[src/rtl/clk_div_gen.sv]
// clk_div_gen: multi-channel clock-enable / divided-clock generator.
//
// Each channel counts 0..D and raises a one-cycle registered `tick` when the
// count equals D, giving a tick period of D+1 cycles. `clk_out` is either a
// copy of the tick (mode 0, strobe) or a toggle-on-tick square wave (mode 1).
//
// Configuration interface: `cfg_we` is a fire-and-forget one-cycle strobe.
// There is no ready/acknowledge; the write is accepted on the edge where
// cfg_we is high and lands in channel `cfg_ch` only.
//
// Optional feature macro: CLKDIV_STEP_EN. When defined, each cycle with
// `step` high advances every non-running channel by one count. When
// undefined, `step` is accepted but has no effect.
module clk_div_gen #(
  parameter int               WIDTH    = 22,
  parameter int               CH_BITS  = 1,
  parameter logic [WIDTH-1:0] DEF_DIV  = {WIDTH{1'b1}},
  parameter logic             DEF_MODE = 1'b1
) (
  input  logic                    clk,
  input  logic                    reset,
  input  logic                    cfg_we,
  input  logic [CH_BITS-1:0]      cfg_ch,
  input  logic [WIDTH-1:0]        cfg_div,
  input  logic                    cfg_mode,
  input  logic [2**CH_BITS-1:0]   run,
  input  logic                    sync,
  input  logic                    step,
  output logic [2**CH_BITS-1:0]   tick,
  output logic [2**CH_BITS-1:0]   clk_out
);

  localparam int CHANNELS = 2**CH_BITS;

  // Per-channel advance qualifier: the run level, optionally widened by step.
  logic [CHANNELS-1:0] adv;

`ifdef CLKDIV_STEP_EN
  // A step pulse only moves channels that are parked; running ones count anyway.
  assign adv = run | ({CHANNELS{step}} & ~run);
`else
  logic unused_step;
  assign unused_step = step;
  assign adv         = run;
`endif

  for (genvar i = 0; i < CHANNELS; i++) begin : g_ch
    logic [WIDTH-1:0] div_r;
    logic             mode_r;
    logic [WIDTH-1:0] cnt_r;
    logic             tick_r;
    logic             cout_r;
    logic             wr_hit;
    logic             at_term;

    assign wr_hit  = cfg_we && (cfg_ch == CH_BITS'(i));
    assign at_term = (cnt_r == div_r);

    // Channel state: config write beats sync, sync beats advance, else hold.
    always_ff @(posedge clk or posedge reset) begin
      if (reset) begin
        div_r  <= DEF_DIV;
        mode_r <= DEF_MODE;
        cnt_r  <= '0;
        tick_r <= 1'b0;
        cout_r <= 1'b0;
      end else if (wr_hit) begin
        div_r  <= cfg_div;
        mode_r <= cfg_mode;
        cnt_r  <= '0;
        tick_r <= 1'b0;
        cout_r <= 1'b0;
      end else if (sync) begin
        cnt_r  <= '0;
        tick_r <= 1'b0;
        cout_r <= 1'b0;
      end else if (adv[i]) begin
        if (at_term) begin
          // Equality compare keeps cnt within 0..div, so no wrap handling.
          cnt_r  <= '0;
          tick_r <= 1'b1;
          cout_r <= mode_r ? ~cout_r : 1'b1;
        end else begin
          cnt_r  <= cnt_r + 1'b1;
          tick_r <= 1'b0;
          if (!mode_r) cout_r <= 1'b0;
        end
      end else begin
        tick_r <= 1'b0;
      end
    end

    assign tick[i]    = tick_r;
    assign clk_out[i] = cout_r;
  end

endmodule

[config.mk]
export PLATFORM = sky130hd
export DESIGN_NAME = clk_div_gen
export DESIGN_NICKNAME = d
export VERILOG_FILES = /design/src/rtl/clk_div_gen.sv
export SDC_FILE = /design/constraint.sdc
export NUM_CORES = 1
export LEC_CHECK = 0
export BUFFER_PORTS_ARGS = -buffer_cell sky130_fd_sc_hd__buf_2
export CAP_MARGIN = 25
export CORE_AREA = 2 2 113 115
export CTS_BUF_LIST = sky130_fd_sc_hd__clkbuf_8
export CTS_CLUSTER_SIZE = 8
export DETAILED_ROUTE_END_ITERATION = 7
export DIE_AREA = 0 0 115 117
export SYNTH_ARGS = -nofsm -noshare
export SYNTH_HDL_FRONTEND = slang
export SYNTH_SLANG_ARGS = --single-unit
export TNS_END_PERCENT = 10
[constraint.sdc]
create_clock -name clk -period 4.5 [get_ports clk]
set_input_delay 1.35 -clock clk [delete_from_list [all_inputs] [get_ports clk]]
set_output_delay 1.35 -clock clk [all_outputs]
set_load 0.02 [all_outputs]
Word level (Yosys, flattened, before mapping)
Cells that the tools add are included.
Storage, ports and cells
  register bits: 94
  output and inout bits: 4
  logic and storage cells: 53
Operators by class
  add/subtract/negate cells: 2
  equality and inequality tests: 4
  mux-type cells: 28
  bitwise gates (word level): 3
  reductions and logical operators: 6
Operators with widths (number)
  $mux W22: 8
  $add A22 B1 Y22 const B: 2
  $eq A22 B22 Y1: 2
  $mux W1: 20
  $ne A4 B2 Y1 const B: 2
  $reduce_bool A3 Y1: 2
  $reduce_and A2 Y1: 2
  $not A1 Y1: 3
  $logic_and A1 B1 Y1: 2

Logic depth before layout (Yosys ltp)
Gate-level depths: netlist of the first run.
  word-level depth: 6
  depth in mapped cells: 7

Least setup slack after synthesis of the first run
OpenSTA, ideal clock, no wires.
  path type: input port to flip-flop
  start: in cfg_we
  end: reg g_ch[0].cnt_r[17]
  library setup time: 0.073 ns
  arrival: 2.590 ns
  required time: 4.427 ns
  setup slack: 1.837 ns
  stages: 6
  path buffers: 1
  cells stage by stage: nor2b_2 > buf_6 > o311ai_4 > or3_4 > or3_1 > a21oi_2
Between the ends
  cells in the longest elaborated chain, start to end: 2
Ends and longest elaborated chain
  start: declaration: RTL line 22  | input logic cfg_we,
  $logic_and A1 B1 Y1 (*): RTL line 56  | assign wr_hit = cfg_we && (cfg_ch == CH_BITS'(i));
  $reduce_bool A3 Y1 (no source line) or $mux W22 (tied branches)
  end signal: assignment: RTL line 84  | cnt_r <= cnt_r + 1'b1;
  end: declaration: RTL line 50  | logic [WIDTH-1:0] cnt_r;
Mark *: on every way between the ends. The rest lies on a longest branch, timed or not.
A chain may end at the register's enable or synchronous reset.

Final worst setup path of the first run
  start: in sync
  end: reg g_ch[1].cnt_r[17]
Between the ends
  cells in the longest elaborated chain, start to end: 2
Ends and longest elaborated chain
  start: declaration: RTL line 27  | input logic sync,
  $mux W22: RTL line 73  | end else if (sync) begin
  $mux W22: RTL line 67  | end else if (wr_hit) begin
  end signal: assignment: RTL line 84
  end: declaration: RTL line 50
Several ways; a longest one is shown, not always the timed one.

==> results by group, run 1 <==
Run status
  – Status: finished clean

Global route
  – Gr ovfl total: 0
  – Initial antenna violation count: 0
  – First-pass GRT wire length: between 15 and 20 mm
  – Total GRT Usage: roughly 16%
  – Pin count of the biggest net entering global routing: 36
  – Vias in the first global route: approximately 3200

STA
  – Final period util: between 50 and 60%
  – Clk_skew: 0.0108 ns
  – Final Max Tran Viols: 0
  – Fin Setup TNS: 0 ns
  – Fmax: about 380 MHz
  – Final hold vios: 0
  – Hold_ws: 0.576 ns
  – Setup ws final: about 1.8 ns
  – Rel. slew slack: 40.9%
  – Crit path time final: about 2.7 ns
  – Worst-Margin Slew: approximately 0.88 ns
  – RSZ-0062 raised after global routing: no
  – Final setup vio count: 0

Floorplanning
  – Chip width: 115 um
  – Initial core utilization: about two fifths
  – Die H: approximately 120 um
  – Core Region: between 0.01 and 0.015 mm^2
  – Row cnt: 41
  – Die ar.: 0.0135 mm^2
  – I/O pin count: 35

Cells and area
  – Area of the multi-input gates: between 0.002 and 0.0025 mm^2
  – Sequential Area: between 0.002 and 0.0025 mm^2
  – Commonest non-fill, non-tap cells in the layout: dfrtp_1, nor2_1, mux2_2, dfstp_2, xor2_1
  – Area growth syn-to-layout: 9.50%
  – Fillers: about 1200
  – Layout cells sized above 1: between 30% and 40%
  – ANT cells: 0
  – Most common cell after layout, fill and taps aside: dfrtp_1
  – Post-route insts no fill: about 610
  – Nets: 483

Pwr
  – Total power: 1670 uW
  – Power Density: 320 mW/mm^2
  – LEAKAGE: about 0.0021 uW
  – Worst vdd ir: roughly 0.23 mV

Routing
  – Remaining DRCs: 0
  – First DRT Iteration DRCs: between 100 and 150
  – Routed Wire Length: 9.62 mm
  – Drt first pass iters: 5
  – DR vias/cell: ~5.2
  – Routed len/inst: 15.9 um
  – ANT nets after route: 0
  – Via count: around 3100

Critical path
  – CP Class: primary input to flip-flop
  – Crit path max fanout: 8
  – CP endpoint kind: flip-flop
  – R2R setup slack: around 2.1 ns
  – Path depth of the worst reg2reg path: 6
  – Worst reg2reg endpoint: g_ch[0].cnt_r[16]$_DFFE_PP0P_
  – CP required: between 4 and 5 ns
  – R2r startpoint: g_ch[0].cnt_r[19]$_DFFE_PP0P_
  – CP startpoint kind: primary input
  – CP arrival: a little under 3 ns

Place
  – Placed cell count: 588
  – DP Worst Slack: 1.46 ns
  – Gp weighted congestion: between 0.7 and 0.8
  – Port buffer count: 33
  – Post-DP HPWL: roughly 7 mm

CTS
  – Worst-Skew Late Latency: between 0.3 and 0.4 ns
  – TritonCTS Sinks: 94
  – CTS buffer count: 9
  – CTS tree: yes
  – CTS resizes: 0
  – H-Tree Depth: 3
  – Max Root-Sink Buffers: 2
  – Clk slew on worst S/H paths: approximately 0.09 ns
  – Root buffer cell: clkbuf_8
  – Hold_buf cts: 0
  – Setup Fix Bufs, Post-CTS: 0

Synth
  – Syn_area_per_cell: around 11 um^2
  – Post-synth EDFFs: 0
  – Seq/Total Area, Yosys: between 50% and 60%
  – Prevailing post-synth register cell: dfrtp_1
  – Yosys warnings: 0
  – Ys async rst share: 100%
  – Post-synth cell types: 47
  – Post-synthesis register bit count: 94
  – Synthesized area: between 0.004 and 0.005 mm^2
  – Syn Inst Count: between 400 and 500
  – Synth Net Count: 451

Hold path
  – WHS Path Cells: 2
  – Hold Path End: g_ch[1].cnt_r[21]$_DFFE_PP0P_
  – Worst min path class: flip-flop to flip-flop
  – Hold Crit Start: g_ch[1].cnt_r[21]$_DFFE_PP0P_

Job
  – Max cap viols: 0
## flip-flops by register name, summed over array words and instances (netlist names)
signal and flops:
g_ch.div_r 44, g_ch.mode_r 2, g_ch.cout_r 2, g_ch.cnt_r 44, g_ch.tick_r 2
## per-layer routing
metal	global-route usage [%]	vias to the layer above	part of all wire (%)
met5	0	-	0
li1	-	1510	-
met3	3.71	10	3.6
met1	22.6	1557	50
met2	24.0	47	45
met4	4.42	0	1.2
## worst max-delay path: stages
cell and delay (ns):
buf_2 0.19, a211oi_1 0.14, nor3_1 0.75, nand3_1 0.20, xor2_1 0.20, nor2_1 0.06
## worst max path at each step
stage	depth (start not counted)	slack, ns	startpoint	to
5_1_grt	6	1.60	run[1]	g_ch[1].cnt_r[17]$_DFFE_PP0P_
4_1_cts	6	1.84	cfg_we	g_ch[0].cnt_r[16]$_DFFE_PP0P_
2_1_floorplan	1	0.78	reset	g_ch[0].cnt_r[0]$_DFFE_PP0P_
3_5_place_dp	6	1.46	cfg_we	g_ch[0].cnt_r[16]$_DFFE_PP0P_
6_report	6	1.85	sync	g_ch[1].cnt_r[17]$_DFFE_PP0P_
3_3_place_gp	6	1.40	sync	g_ch[1].cnt_r[21]$_DFFE_PP0P_
## per-stage QoR
stage | util [%] | area (um^2)
floorplan | - | 4760
finish | 42.3 | 5210
CTS | 42.3 | 5200
global placement | 41.0 | 5050
detailed placement | 41.0 | 5050
global route | 42.3 | 5210
## cell usage after synthesis, types with 5 or more instances
| cell type | n | area share (%) |
|---|---|---|
| and3_1 | 7 | 0.92 |
| buf_4 | 6 | 0.95 |
| clkbuf_1 | 5 | 0.39 |
| dfrtp_1 | 48 | 25 |
| dfstp_2 | 46 | 25 |
| inv_1 | 8 | 0.63 |
| mux2_2 | 46 | 11 |
| nand2_1 | 19 | 1.5 |
| nand3_1 | 14 | 1.5 |
| nand4_1 | 17 | 2.2 |
| nor2_1 | 46 | 3.6 |
| nor3_1 | 7 | 0.74 |
| nor4_1 | 11 | 1.4 |
| o21ai_0 | 6 | 0.63 |
| xnor2_1 | 40 | 7.4 |
| xor2_1 | 41 | 7.6 |
## power by group
group | switching, uW | internal [uW] | total (uW)
logic | 96.5 | 103 | 199
clock network | 276 | 189 | 466
registers | 47.7 | 954 | 1000
total | 420 | 1250 | 1670
## layout make-up
class,count,area share [%]
Sequential cell,94,46.3
Timing Repair Buffer,39,3.99
Multi-Input combinational cell,298,42.6
Tap cell,150,3.60
Clock buffer,9,2.38
Inverter,8,0.601
Clock inverter,7,0.553
## logic make-up after synthesis
family | synth area share, %
simple gates | 16.4
flops | 50.7
xor+xnor | 14.9
mux | 10.9
buf+inv | 2.79
compound gates | 3.76
fa+ha+maj | 0.526
(Power assumes the default switching activity.)
==> inputs of run 2 (changes only) <==
==> constraint.sdc (replaced) <==
create_clock -name clk -period 2.5 [get_ports clk]
set_input_delay 0.75 -clock clk [delete_from_list [all_inputs] [get_ports clk]]
set_output_delay 0.75 -clock clk [all_outputs]
set_load 0.02 [all_outputs]
==> run 2 against run 1 <==
Compared with the run above:
- count of clock-buffer cells in the layout rose by 1
- critical path type is now flip-flop to flip-flop
- sequential cell count stayed put
- critical endpoint is now g_ch[0].cnt_r[19]$_DFFE_PP0P_
- hold slack worse by 0.072 ns
==> results by group, run 2 (same netlist as run 1, synthesis figures left out) <==
Global route
  – Initial antenna violation count: 0 (unchanged)
  – Pin count of the biggest net entering global routing: 95 (was 36)
  – Routing usage on met1: 22.3% (was 22.6%)
  – GR Layer Usage met3: 3.81% (was 3.71%)
  – GR peak layer: met1 (was met2)
  – Met2 GRT Util: 22.0% (was 24.0%)
  – Gr ovfl total: 0 (unchanged)
  – Total GRT Usage: 15.1% (was 15.8%)
  – First-pass GRT wire length: 15.6 mm (was 16.3 mm)
  – Vias in the first global route: 3060 (was 3231)

Floorplanning
  – I/O pin count: 35 (unchanged)
  – Die ar.: 0.0135 mm^2 (unchanged)
  – Initial core utilization: 38.6% (unchanged)
  – Chip width: 115 um (unchanged)
  – Row cnt: 41 (unchanged)
  – Core Region: 0.0123 mm^2 (unchanged)
  – Die H: 117 um (unchanged)

STA
  – Clk_skew: 0.00969 ns (was 0.0108 ns)
  – RSZ-0062 raised after global routing: no (unchanged)
  – Final Max Tran Viols: 0 (unchanged)
  – Worst-Margin Slew: 0.518 ns (was 0.879 ns)
  – Crit path time final: roughly 2.2 ns
  – Final period util: between 80% and 90%
  – Final setup vio count: 0 (unchanged)
  – Fmax: around 460 MHz
  – Fin Setup TNS: 0 ns (unchanged)
  – Rel. slew slack: 65.5% (was 40.9%)
  – Final hold vios: 0 (unchanged)

Cells and area
  – Commonest non-fill, non-tap cells in the layout: dfrtp_1, nor2_1, mux2_2, dfstp_2, xor2_1 (unchanged)
  – Fillers: 1191 (was 1202)
  – Layout cells sized above 1: 35.4% (was 34.1%)
  – Final core utilization: 43.0% (was 42.3%)
  – Biggest regs: g_ch.cnt_r: 44 flops, g_ch.div_r: 44 flops (unchanged)
  – ANT cells: 0 (unchanged)
  – Area growth syn-to-layout: 11.3% (was 9.50%)
  – Most common cell after layout, fill and taps aside: dfrtp_1 (unchanged)
  – Nets: 490 (was 483)

CTS
  – Setup Fix Bufs, Post-CTS: 0 (unchanged)
  – Worst-Skew Late Latency: 0.36 ns (about the same)
  – Clk slew on worst S/H paths: 0.08 ns (was 0.09 ns)
  – CTS buffer count: 9 (unchanged)
  – CTS tree: yes (unchanged)
  – H-Tree Depth: 3 (unchanged)
  – Max Root-Sink Buffers: 2 (unchanged)
  – TritonCTS Sinks: 94 (unchanged)
  – Root buffer cell: clkbuf_8 (unchanged)
  – CTS resizes: 0 (unchanged)
  – Hold_buf cts: 0 (unchanged)

Hold path
  – Worst min path class: primary input to async pin (was flip-flop to flip-flop)

Critical path
  – Crit path cell chain: xor2_1 -> nor4_1 -> nand4_1 -> o31ai_2 -> buf_12 -> nor2_1 (was buf_2 -> a211oi_1 -> nor3_1 -> nand3_1 -> xor2_1 -> nor2_1)
  – CP max stage delay: 0.55 ns (was 0.75 ns)
  – Crit path max fanout: 20 (was 8)
  – CP required: 2.75 ns (was 4.74 ns)
  – CP arrival: 2.40 ns (was 2.89 ns)
  – CP startpoint kind: flip-flop (was primary input)
  – Buf/Inv on CP: 1 (unchanged)
  – Delay-heaviest family, CP: simple AND/OR/NAND/NOR gates (unchanged)
  – CP endpoint kind: flip-flop (unchanged)
  – Crit path max-delay cell type: dfstp_2 (was nor3_1)
  – CP Class: flip-flop to flip-flop (was primary input to flip-flop)

Routing
  – Remaining DRCs: 0 (unchanged)
  – Routed Wire Length: 9.41 mm (was 9.62 mm)
  – First DRT Iteration DRCs: 146 (was 105)
  – DR vias/cell: 5.06 (was 5.16)
  – Routed len/inst: 15.4 um (was 15.9 um)
  – Via count: 3092 (was 3124)
  – ANT nets after route: 0 (unchanged)
  – Drt first pass iters: 4 (was 5)

Run status
  – Status: finished clean (unchanged)

Job
  – Max cap viols: 0 (unchanged)

Pwr
  – LEAKAGE: 0.00214 uW (was 0.00210 uW)
  – Worst vdd ir: 0.281 mV (was 0.225 mV)
  – Power Density: 572 mW/mm^2 (was 320 mW/mm^2)

Place
  – Post-DP HPWL: 6.85 mm (was 7.03 mm)
  – Port buffer count: 33 (unchanged)
  – Gp weighted congestion: 0.784 (was 0.765)
[run 2: cell types whose count changed in the layout (fill, tap and decap cells not counted)]
cell,delta
clkbuf_8,+1
buf_4,+5
inv_1,-2
buf_12,+2
clkinvlp_4,+1
clkinv_2,-1
[run 2: metal layers]
metal / share of wire [%] / vias to the layer above
met5: 0 / -
met4: 1.1 / 0
met3: 3.6 / 8
met2: 42 / 53
met1: 54 / 1510
li1: - / 1521
[run 2: layout make-up]
type / instances / area [um^2] / share of cell area [%]
Tap cell: 150 / 188 / 3.55
Clock inverter: 5 / 21.3 / 0.402
Timing Repair Buffer: 46 / 285 / 5.39
Multi-Input combinational cell: 298 / 2220 / 41.9
Clock buffer: 10 / 138 / 2.60
Sequential cell: 94 / 2410 / 45.5
Inverter: 8 / 33.8 / 0.638
[run 2: path summary, 6_finish.rpt]
path / startpoint / endpoint / slack [ns] / cells after the start
max: g_ch[0].div_r[21]$_DFFE_PP1P_ / g_ch[0].cnt_r[19]$_DFFE_PP0P_ / 0.34 / 6
min: reset / g_ch[0].cnt_r[16]$_DFFE_PP0P_ / 0.50 / 3
max reg2reg: g_ch[0].div_r[21]$_DFFE_PP1P_ / g_ch[0].cnt_r[19]$_DFFE_PP0P_ / 0.34 / 6
min reg2reg: g_ch[0].cnt_r[21]$_DFFE_PP0P_ / g_ch[0].cnt_r[21]$_DFFE_PP0P_ / 0.57 / 2
max in group asynchronous: reset / g_ch[1].div_r[4]$_DFFE_PP1P_ / 1.57 / 3
min in group clk: g_ch[0].cnt_r[21]$_DFFE_PP0P_ / g_ch[0].cnt_r[21]$_DFFE_PP0P_ / 0.57 / 2
[run 2: per-stage QoR]
stage	total power, uW	hold slack [ns]	setup slack (ns)	std cells	cell area, um^2
after CTS	3080	0.538	0.343	610	5290
after global routing	3190	0.547	0.154	611	5290
final	3030	0.505	0.344	611	5290
after floorplan	2070	0.525	0.437	418	4760
after global placement	2190	0.550	0.0658	595	5130
after detailed placement	2200	0.560	0.0435	595	5130
[run 2: worst register-to-register path: cells and delay by family, from the launching register on]
family,cells,cell delay [ns]
buffers and inverters,1,0.20
AO/OA/AOI/OAI,1,0.38
flip-flops,1,0.55
AND/OR/NAND/NOR,3,0.86
XOR/XNOR,1,0.07
[run 2: report_power, final]
| part | internal, uW | leakage, uW | switching [uW] | total [uW] |
|---|---|---|---|---|
| Clock | 370 | 0.0000957 | 487 | 856 |
| Sequential | 1720 | 0.00115 | 85.8 | 1800 |
| Combinational | 193 | 0.000889 | 175 | 368 |
==> inputs of run 3 (changes only) <==
--- a/config.mk
+++ b/config.mk
@@ -12,6 +12,7 @@
 export CTS_CLUSTER_SIZE = 8
 export DETAILED_ROUTE_END_ITERATION = 7
 export DIE_AREA = 0 0 115 117
+export RECOVER_POWER = 100
 export SYNTH_ARGS = -nofsm -noshare
 export SYNTH_HDL_FRONTEND = slang
 export SYNTH_SLANG_ARGS = --single-unit
==> run 3 against run 2 <==
Compared with the run above:
- register-to-register slack lost 0.05 ns
- critical path depth is the same
- routed wire length shrank 0.19%
- design area shrank 0.69%
- via count shrank 0.13%
- cell count is the same
- sequential share of layout area grew 0.31 points
==> results by group, run 3 (same netlist as run 1, synthesis figures left out) <==
Critical path
  – CP startpoint kind: flip-flop (unchanged)
  – CP Class: flip-flop to flip-flop (unchanged)
  – Crit path max fanout: 20 (unchanged)
  – CP required: 2.75 ns (about the same)
  – CP endpoint kind: flip-flop (unchanged)
  – CP arrival: 2.45 ns (was 2.40 ns)

Floorplanning
  – Chip width: 115 um (unchanged)
  – Die H: 117 um (unchanged)
  – Die ar.: 0.0135 mm^2 (unchanged)
  – I/O pin count: 35 (unchanged)
  – Initial core utilization: 38.6% (unchanged)
  – Core Region: 0.0123 mm^2 (unchanged)
  – Row cnt: 41 (unchanged)

STA
  – Final setup vio count: 0 (unchanged)
  – Fmax: 454 MHz (was 464 MHz)
  – Rel. slew slack: 15.2% (was 65.5%)
  – Final Max Tran Viols: 0 (unchanged)
  – Final hold vios: 0 (unchanged)
  – Fin Setup TNS: 0 ns (unchanged)
  – Crit path time final: 2.20 ns (was 2.16 ns)
  – RSZ-0062 raised after global routing: no (unchanged)
  – Final period util: 88.1% (was 86.2%)
  – Worst-Margin Slew: 1.27 ns (was 0.518 ns)
  – Clk_skew: 0.0100 ns (was 0.00969 ns)

CTS
  – Clk slew on worst S/H paths: 0.08 ns (about the same)
  – H-Tree Depth: 3 (unchanged)
  – Setup Fix Bufs, Post-CTS: 0 (unchanged)
  – Worst-Skew Late Latency: 0.36 ns (about the same)
  – Root buffer cell: clkbuf_8 (unchanged)
  – CTS resizes: 0 (unchanged)
  – CTS tree: yes (unchanged)
  – CTS buffer count: 9 (unchanged)
  – Max Root-Sink Buffers: 2 (unchanged)
  – Hold_buf cts: 0 (unchanged)
  – TritonCTS Sinks: 94 (unchanged)

Place
  – Gp weighted congestion: 0.784 (unchanged)
  – Post-DP HPWL: 6.85 mm (unchanged)
  – Port buffer count: 33 (unchanged)
  – Placed cell count: 595 (unchanged)

Cells and area
  – Commonest non-fill, non-tap cells in the layout: dfrtp_1, nor2_1, mux2_2, dfstp_2, xor2_1 (unchanged)
  – Biggest regs: g_ch.cnt_r: 44 flops, g_ch.div_r: 44 flops (unchanged)
  – ANT cells: 0 (unchanged)
  – Area growth syn-to-layout: 10.5% (was 11.3%)
  – Nets: 490 (unchanged)
  – Fillers: 1199 (was 1191)
  – Most common cell after layout, fill and taps aside: dfrtp_1 (unchanged)
  – Layout cells sized above 1: 32.8% (was 35.4%)
  – Post-route insts no fill: 611 (unchanged)
  – Final core utilization: 42.7% (was 43.0%)

Pwr
  – LEAKAGE: 0.00209 uW (was 0.00214 uW)
  – Sequential group share of total power: 59.6% (about the same)
  – Pint: 2270 uW (was 2280 uW)
  – Sw Ratio: 24.8% (was 24.7%)
  – P_sw: 748 uW (was 747 uW)
  – Clk pwr share: 28.4% (was 28.3%)
  – Worst vdd ir: 0.282 mV (was 0.281 mV)
  – Comb pwr share: 12.0% (was 12.1%)
  – Power Density: 575 mW/mm^2 (was 572 mW/mm^2)

Global route
  – Initial antenna violation count: 0 (unchanged)
  – Gr ovfl total: 0 (unchanged)
  – Total GRT Usage: 15.1% (unchanged)
  – Vias in the first global route: 3060 (unchanged)
  – Pin count of the biggest net entering global routing: 95 (unchanged)
  – First-pass GRT wire length: 15.6 mm (unchanged)

Routing
  – ANT nets after route: 0 (unchanged)
  – Remaining DRCs: 0 (unchanged)
  – Drt first pass iters: 4 (unchanged)
  – First DRT Iteration DRCs: 144 (was 146)
  – Routed Wire Length: 9.39 mm (was 9.41 mm)
  – Routed len/inst: 15.4 um (about the same)
  – DR vias/cell: 5.05 (was 5.06)
  – Via count: 3088 (was 3092)

Job
  – Max cap viols: 0 (unchanged)

Hold path
  – Worst min path class: flip-flop to flip-flop (was primary input to async pin)

Run status
  – Status: finished clean (unchanged)
## run 3: power by group through the flow
stage                     combinational (uW)  clock, uW  sequential (uW)
after CTS                                373        899             1810
after global routing                     404        959             1820
after floorplan                          272          0             1800
after global placement                   364          0             1830
after detailed placement                 371          0             1830
final                                    362        858             1800
## run 3: final cells by class
type | instances | area (um^2) | share of cell area [%]
Inverter | 8 | 33.8 | 0.643
Sequential cell | 94 | 2410 | 45.8
Clock buffer | 10 | 138 | 2.62
Multi-Input combinational cell | 298 | 2220 | 42.1
Timing Repair Buffer | 46 | 251 | 4.78
Clock inverter | 5 | 21.3 | 0.405
Tap cell | 150 | 188 | 3.57
## run 3: metrics by stage
stage	area, um^2	hold WS [ns]	total power [uW]	setup WS [ns]
final	5260	0.565	3020	0.298
after CTS	5290	0.538	3080	0.343
after global routing	5260	0.590	3180	0.131
after detailed placement	5130	0.560	2200	0.0435
after floorplan	4760	0.525	2070	0.437
after global placement	5130	0.550	2190	0.0658
## run 3: final timing paths
path	slack (ns)	start	end	depth (start not counted)
min	0.57	g_ch[0].cnt_r[21]$_DFFE_PP0P_	g_ch[0].cnt_r[21]$_DFFE_PP0P_	2
min reg2reg	0.57	g_ch[0].cnt_r[21]$_DFFE_PP0P_	g_ch[0].cnt_r[21]$_DFFE_PP0P_	2
max in group asynchronous	0.85	reset	g_ch[1].cout_r$_DFFE_PP0P_	3
min in group asynchronous	0.83	reset	g_ch[0].cnt_r[19]$_DFFE_PP0P_	3
max reg2reg	0.30	g_ch[0].div_r[21]$_DFFE_PP1P_	g_ch[0].cnt_r[19]$_DFFE_PP0P_	6
max	0.30	g_ch[0].div_r[21]$_DFFE_PP1P_	g_ch[0].cnt_r[19]$_DFFE_PP0P_	6
## run 3: metal layers
| layer | up-vias | wire length [um] | GRT usage, % |
|---|---|---|---|
| li1 | 1518 | - | - |
| met1 | 1508 | 5000 | 22.3 |
| met2 | 57 | 3890 | 22.0 |
| met3 | 5 | 416 | 3.81 |
| met4 | 0 | 82 | 4.10 |
| met5 | - | 0 | 0 |
## run 3: worst max-delay path, cell delays in order, from the launching register on
cell and delay [ns]:
dfstp_1 0.55, xor2_1 0.08, nor4_1 0.42, nand4_1 0.39
o31ai_2 0.38, buf_12 0.20, nor2_1 0.06
